<file path="src/rtl/bitrev_scramble_pkg.sv">
// Shared FSM encoding and mode-bit positions for the bit-reverse scrambler.
package bitrev_scramble_pkg;

   typedef enum logic [2:0] {
      ST_IDLE,
      ST_SCAN,
      ST_RD_K,
      ST_RD_J,
      ST_WR_K,
      ST_WR_J,
      ST_DONE
   } state_t;

   localparam int MODE_REV  = 0;
   localparam int MODE_CONJ = 1;

endpackage

</file>
<file path="src/rtl/bitrev_scramble_index.sv">
// Combinational bit reversal of the low i_log2n bits of an entry index.
module bitrev_index #(
   parameter int LOG2_MAX = 3
) (
   input  logic [LOG2_MAX-1:0] i_idx,
   input  logic [LOG2_MAX:0]   i_log2n,
   output logic [LOG2_MAX-1:0] o_rev
);

   localparam logic [LOG2_MAX:0] C_LOG2_MAX = (LOG2_MAX+1)'(LOG2_MAX);

   logic [LOG2_MAX-1:0] w_full;
   logic [LOG2_MAX:0]   w_shift;

   // Reversing all LOG2_MAX bits, then dropping the unused low end, equals a log2n-bit reversal.
   assign w_full  = {<<{i_idx}};
   assign w_shift = C_LOG2_MAX - i_log2n;
   assign o_rev   = w_full >> w_shift;

endmodule

</file>
<file path="src/rtl/bitrev_scramble.sv">
// In-place bit-reverse reorder with optional saturating conjugation of a complex RAM buffer.
module bitrev_scramble
   import bitrev_scramble_pkg::*;
#(
   parameter  int WORD_SIZE    = 8,
   parameter  int MAX_FFT_SIZE = 8,
   localparam int LOG2_MAX     = $clog2(MAX_FFT_SIZE),
   localparam int ADDR_SIZE    = $clog2(2*MAX_FFT_SIZE)
) (
   input  logic                 i_CLK,
   input  logic                 i_RST,
   input  logic                 i_start,
   input  logic [LOG2_MAX:0]    i_log2n,
   input  logic [1:0]           i_mode,
   input  logic [WORD_SIZE-1:0] i_rddata_A,
   input  logic [WORD_SIZE-1:0] i_rddata_B,
   output logic                 o_busy,
   output logic                 o_done,
   output logic                 o_rden,
   output logic                 o_wren,
   output logic [ADDR_SIZE-1:0] o_rdaddr_A,
   output logic [ADDR_SIZE-1:0] o_rdaddr_B,
   output logic [ADDR_SIZE-1:0] o_wraddr_A,
   output logic [ADDR_SIZE-1:0] o_wraddr_B,
   output logic [WORD_SIZE-1:0] o_wrdata_A,
   output logic [WORD_SIZE-1:0] o_wrdata_B
);

   localparam logic [LOG2_MAX:0]    C_LOG2_MAX  = (LOG2_MAX+1)'(LOG2_MAX);
   localparam logic [WORD_SIZE-1:0] C_MOST_NEG  = {1'b1, {(WORD_SIZE-1){1'b0}}};
   localparam logic [WORD_SIZE-1:0] C_MOST_POS  = {1'b0, {(WORD_SIZE-1){1'b1}}};

   state_t                r_state;
   state_t                w_state_nxt;
   logic [LOG2_MAX-1:0]   r_k;
   logic [LOG2_MAX:0]     r_log2n;
   logic [1:0]            r_mode;
   logic [WORD_SIZE-1:0]  r_cap_re;
   logic [WORD_SIZE-1:0]  r_cap_im;

   logic [LOG2_MAX:0]     w_log2n_clamp;
   logic                  w_trivial;
   logic [LOG2_MAX-1:0]   w_rev;
   logic [LOG2_MAX-1:0]   w_j;
   logic [LOG2_MAX-1:0]   w_kmax;
   logic                  w_last;
   logic                  w_swap;
   logic                  w_fix;

   function automatic logic [WORD_SIZE-1:0] f_conj_im(input logic [WORD_SIZE-1:0] v,
                                                      input logic              conj);
      if (!conj)
         return v;
      if (v == C_MOST_NEG)
         return C_MOST_POS;
      return -v;
   endfunction

   bitrev_index #(.LOG2_MAX(LOG2_MAX)) u_index (
      .i_idx   (r_k),
      .i_log2n (r_log2n),
      .o_rev   (w_rev)
   );

   assign w_log2n_clamp = (i_log2n > C_LOG2_MAX) ? C_LOG2_MAX : i_log2n;
   assign w_trivial     = (w_log2n_clamp == '0) || (i_mode == 2'b00);
   assign w_j           = r_mode[MODE_REV] ? w_rev : r_k;
   assign w_kmax        = LOG2_MAX'((1 << r_log2n) - 1);
   assign w_last        = (r_k == w_kmax);
   assign w_swap        = (w_j > r_k);
   assign w_fix         = (w_j == r_k) && r_mode[MODE_CONJ];

   // NOTE: every output and next-state term gets a default first so no latch is inferred.
   always_comb begin
      w_state_nxt = r_state;
      o_busy      = 1'b0;
      o_done      = 1'b0;
      o_rden      = 1'b0;
      o_wren      = 1'b0;
      o_rdaddr_A  = '0;
      o_rdaddr_B  = '0;
      o_wraddr_A  = '0;
      o_wraddr_B  = '0;
      o_wrdata_A  = '0;
      o_wrdata_B  = '0;
      case (r_state)
         ST_IDLE: begin
            if (i_start)
               w_state_nxt = w_trivial ? ST_DONE : ST_SCAN;
         end
         ST_SCAN: begin
            o_busy = 1'b1;
            if (w_swap || w_fix)
               w_state_nxt = ST_RD_K;
            else
               w_state_nxt = w_last ? ST_DONE : ST_SCAN;
         end
         ST_RD_K: begin
            o_busy      = 1'b1;
            o_rden      = 1'b1;
            o_rdaddr_A  = {r_k, 1'b0};
            o_rdaddr_B  = {r_k, 1'b1};
            w_state_nxt = w_swap ? ST_RD_J : ST_WR_K;
         end
         ST_RD_J: begin
            o_busy      = 1'b1;
            o_rden      = 1'b1;
            o_rdaddr_A  = {w_j, 1'b0};
            o_rdaddr_B  = {w_j, 1'b1};
            w_state_nxt = ST_WR_K;
         end
         ST_WR_K: begin
            // Data of the most recent read (j for a swap, k for a fixed point) is on the bus now.
            o_busy      = 1'b1;
            o_wren      = 1'b1;
            o_wraddr_A  = {r_k, 1'b0};
            o_wraddr_B  = {r_k, 1'b1};
            o_wrdata_A  = i_rddata_A;
            o_wrdata_B  = f_conj_im(i_rddata_B, r_mode[MODE_CONJ]);
            if (w_swap)
               w_state_nxt = ST_WR_J;
            else
               w_state_nxt = w_last ? ST_DONE : ST_SCAN;
         end
         ST_WR_J: begin
            o_busy      = 1'b1;
            o_wren      = 1'b1;
            o_wraddr_A  = {w_j, 1'b0};
            o_wraddr_B  = {w_j, 1'b1};
            o_wrdata_A  = r_cap_re;
            o_wrdata_B  = f_conj_im(r_cap_im, r_mode[MODE_CONJ]);
            w_state_nxt = w_last ? ST_DONE : ST_SCAN;
         end
         ST_DONE: begin
            o_done      = 1'b1;
            w_state_nxt = ST_IDLE;
         end
         default: w_state_nxt = ST_IDLE;
      endcase
   end

   // NOTE: state registers use non-blocking assignments so all of them update from the same pre-edge values.
   always_ff @(posedge i_CLK or negedge i_RST) begin
      if (!i_RST) begin
         r_state  <= ST_IDLE;
         r_k      <= '0;
         r_log2n  <= '0;
         r_mode   <= '0;
         r_cap_re <= '0;
         r_cap_im <= '0;
      end else begin
         r_state <= w_state_nxt;
         if (r_state == ST_IDLE) begin
            r_k <= '0;
            if (i_start) begin
               r_log2n <= w_log2n_clamp;
               r_mode  <= i_mode;
            end
         end else if (w_state_nxt == ST_SCAN) begin
            r_k <= r_k + 1'b1;
         end
         if (r_state == ST_RD_J) begin
            r_cap_re <= i_rddata_A;
            r_cap_im <= i_rddata_B;
         end
      end
   end

endmodule

</file>
<file path="config.mk">
export PLATFORM = sky130hd
export DESIGN_NAME = bitrev_scramble
export DESIGN_NICKNAME = d
export VERILOG_FILES = /design/src/rtl/bitrev_scramble_pkg.sv /design/src/rtl/bitrev_scramble_index.sv /design/src/rtl/bitrev_scramble.sv
export SDC_FILE = /design/constraint.sdc
export NUM_CORES = 1
export LEC_CHECK = 0
export CAP_MARGIN = 0
export CORE_AREA = 2 2 69 71
export CTS_CLUSTER_DIAMETER = 40
export DETAILED_ROUTE_END_ITERATION = 10
export DIE_AREA = 0 0 71 73
export GPL_TIMING_DRIVEN = 1
export PLACE_DENSITY = 0.83
export SLEW_MARGIN = 20
export SYNTH_ARGS = -nofsm -noshare
export SYNTH_HDL_FRONTEND = slang
export SYNTH_SLANG_ARGS = --single-unit
</file>
<file path="constraint.sdc">
create_clock -name i_CLK -period 5.7 [get_ports i_CLK]
set_input_delay 1.425 -clock i_CLK [delete_from_list [all_inputs] [get_ports i_CLK]]
set_output_delay 1.425 -clock i_CLK [all_outputs]
set_load 0.02 [all_outputs]
</file>
==> flow_summary_export.csv <==
group,metric,value,unit
outcome,outcome,"finished clean",
cts,post_cts_resize_count,0,
route,vias,2021,
cts,clk_pin_slew,90,ps
route,drc_errors,0,
cells_and_area,nFillCells,407,
route,dr.pass1.iters,4,
timing,finalCritPeriodShare,97.45,%
power,irDropWorstVdd,283.3,uV
cts,cts_root_buf,"clkbuf_8",
timing,tightest_slew,1022,ps
cts,cts_buffer_depth,2,
timing,finalCriticalPeriod,5555,ps
route,drt_wl_total,5226,um
synth,ys_seq_area_share,31.62,%
setup_path,worst_path_most_repeated_cell,"clkdlybuf4s50_1",
cts,clock_latency,270,ps
synth,yosysTopAreaCellShare,31.62,%
cells_and_area,num_antenna_cells,0,
setup_path,critical_path_buf_inv_count,4,
synth,syn_area_per_cell,8.458,sq um
cts,cts_buffers,3,
route,antenna_left,0,
global_route,grt_use_total,21.08,%
cts,cts_hold_buf,0,
synth,yosysMostFrequentCell,"nor2_1",
timing,tns,0,ps
die,core-area,4536,sq um
timing,setup_viol,0,
synth,yosysTopAreaCell,"dfrtp_1",
route,drt_first_iter_violations,90,
global_route,antenna_found_initial,0,
power,p_per_area,521.7,nW/um^2
setup_path,worstSetupPathType,"in -> out",
synth,synth.distinct_cells,53,
timing,clock.fmax,180.0,MHz
timing,skew,4.432,ps
place,dp_hpwl,4062,um
cts,htree_num_levels,1,
global_route,grt_max_degree,29,
synth,ys_seq_elements,28,
setup_path,worstPathArrival,4130,ps
die,dieArea,5183,sq um
synth,synth_cells,262,
timing,rsz0062_at_grt,"no",
synth,synth-edff-count,0,
timing,slew_headroom,31.87,%
route,via_per_inst,5.598,
die,initial_core_util,48.86,%
place,gp_congestion,0.8267,
die,row_count,25,
job,max_cap_viol_count,0,
cts,cts_sinks,28,
power,cellLeakagePower,1.201,nW
timing,fin_ws,145.4,ps
timing,finalHoldViolations,0,
setup_path,required,4280,ps
place,port_buffers,58,
place,place_ws,159.3,ps
hold_path,min_path_type,"reg -> reg",
timing,slew_viol_final,0,
global_route,grt_pass1_wl,8832,um
setup_path,max_stage_delay,650,ps
cells_and_area,fin_nets,341,
global_route,grt_overflow,0,
synth,synth_common_cells,"34 x nor2_1, 30 x nand2_1, 28 x dfrtp_1",
setup_path,cpLargestDelayFamily,"buffers and inverters",
synth,netlist_area,2216,sq um
route,post_drt_wl_per_cell,14.48,um
cells_and_area,drive_gt1_share,10.42,%
cts,cts_tree,"built",
setup_path,cp-end-kind,"primary output",
setup_path,cp-start-kind,"primary input",
synth,synth-warning-count,0,
setup_path,crit_fanout,3,
cells_and_area,syn_to_final_growth,27.22,%
die,die_x,71,um
setup_path,path_cells,"clkdlybuf4s50_1 > inv_1 > ha_1 > or3b_1 > or3_1 > nor3_2 > buf_4 > nor3_1 > a211oi_1 > clkdlybuf4s50_1",
die,ios,61,
place,post-place-cells,358,
global_route,grt_pass1_vias,1955,
synth,synth_flop_cell,"dfrtp_1",
synth,async_reset_ff_share,100.0,%
synth,synth_area_leaders,"dfrtp_1 32%, mux2_2 8.6%, nor2_1 5.8%",
die,die_height,73,um
cells_and_area,final_cells,361,
setup_path,crit_slowest_cell,"clkdlybuf4s50_1",
cts,cts_setup_buffers,0,
==> path summary, 6_finish.rpt <==
path / start / endpoint / slack (ps) / cells after the start
max in group asynchronous: i_RST / r_cap_im[5] / 3900 / 2
worst min register to register: r_cap_re[3] / r_cap_re[3] / 520 / 1
worst min-delay path: r_cap_re[3] / r_cap_re[3] / 520 / 1
min in group asynchronous: i_RST / r_log2n[0] / 1530 / 2
worst max register to register: r_log2n[3] / r_k[1] / 3010 / 10
worst max-delay path: i_rddata_B[0] / o_wrdata_B[4] / 150 / 10
==> stage by stage <==
step                total power (W)  utilization [%]  hold WS (ps)  area [sq um]
floorplan                  0.001096                -         471.4          2220
global placement           0.001343            61.13         487.5          2773
detailed placement         0.001366            61.13         495.2          2773
CTS                        0.001481            62.04         517.5          2814
global route               0.001608            62.15         529.7          2819
finish                     0.001471            62.15         517.3          2819
==> power breakdown <==
group          total, W  internal (W)  switching, W  leakage (nW)
registers      0.000433      0.000288      0.000145         0.340
clock network  0.000106     0.0000474     0.0000587        0.0216
logic          0.000932      0.000452      0.000480         0.839
total           0.00147      0.000787      0.000684          1.20
==> state kept, by name, indices dropped and copies added, names as in the netlist <==
| signal | cells |
|---|---|
| r_cap_im | 8 |
| r_cap_re | 8 |
| r_k | 3 |
| r_log2n | 4 |
| r_mode | 2 |
| r_state | 3 |
==> cell type report <==
type                            instances  area [sq um]  share of cell area, %
Clock buffer                            3         41.29                  1.465
Inverter                               14         52.55                  1.864
Multi-Input combinational cell        201          1349                  47.85
Sequential cell                        28         700.7                  24.86
Tap cell                               54         67.56                  2.397
Timing Repair Buffer                   61         608.1                  21.57
==> layout by cell type, fill, tap and decap left out, types with 5 or more instances in the layout <==
master,netlist,layout
xor2_1,5,5
clkdlybuf4s50_1,0,56
dfrtp_1,28,28
ha_1,7,7
mux2i_1,11,11
nor2_1,34,34
mux2_2,17,17
inv_1,13,13
and2_1,5,5
nand2_1,30,30
o21ai_0,14,14
nor3_1,8,8
xnor2_1,6,6
nand2b_1,6,6
==> layer usage <==
metal / global-route usage [%] / part of all wire, % / wire length (um) / vias up
li1: - / - / - / 997
met1: 27.03 / 43 / 2269 / 961
met2: 36.03 / 50 / 2607 / 59
met3: 4.834 / 6.2 / 322 / 4
met4: 5.451 / 0.52 / 27 / 0
met5: 0 / 0 / 0 / -
==> kinds of logic (layout without fill, tap and decap cells) <==
logic type      count (synthesis)  in the layout  share of synthesized area [%]
compound gates                 48             48                          15.53
xor+xnor                       11             11                          4.348
fa+ha+maj                       7              7                          3.952
buf+inv                        34             78                          7.679
flops                          28             28                          31.62
mux                            28             28                          13.61
other cells                     1              2                         0.1692
simple gates                  105            105                          23.10
No activity file was read; power rests on OpenSTA's default activity.
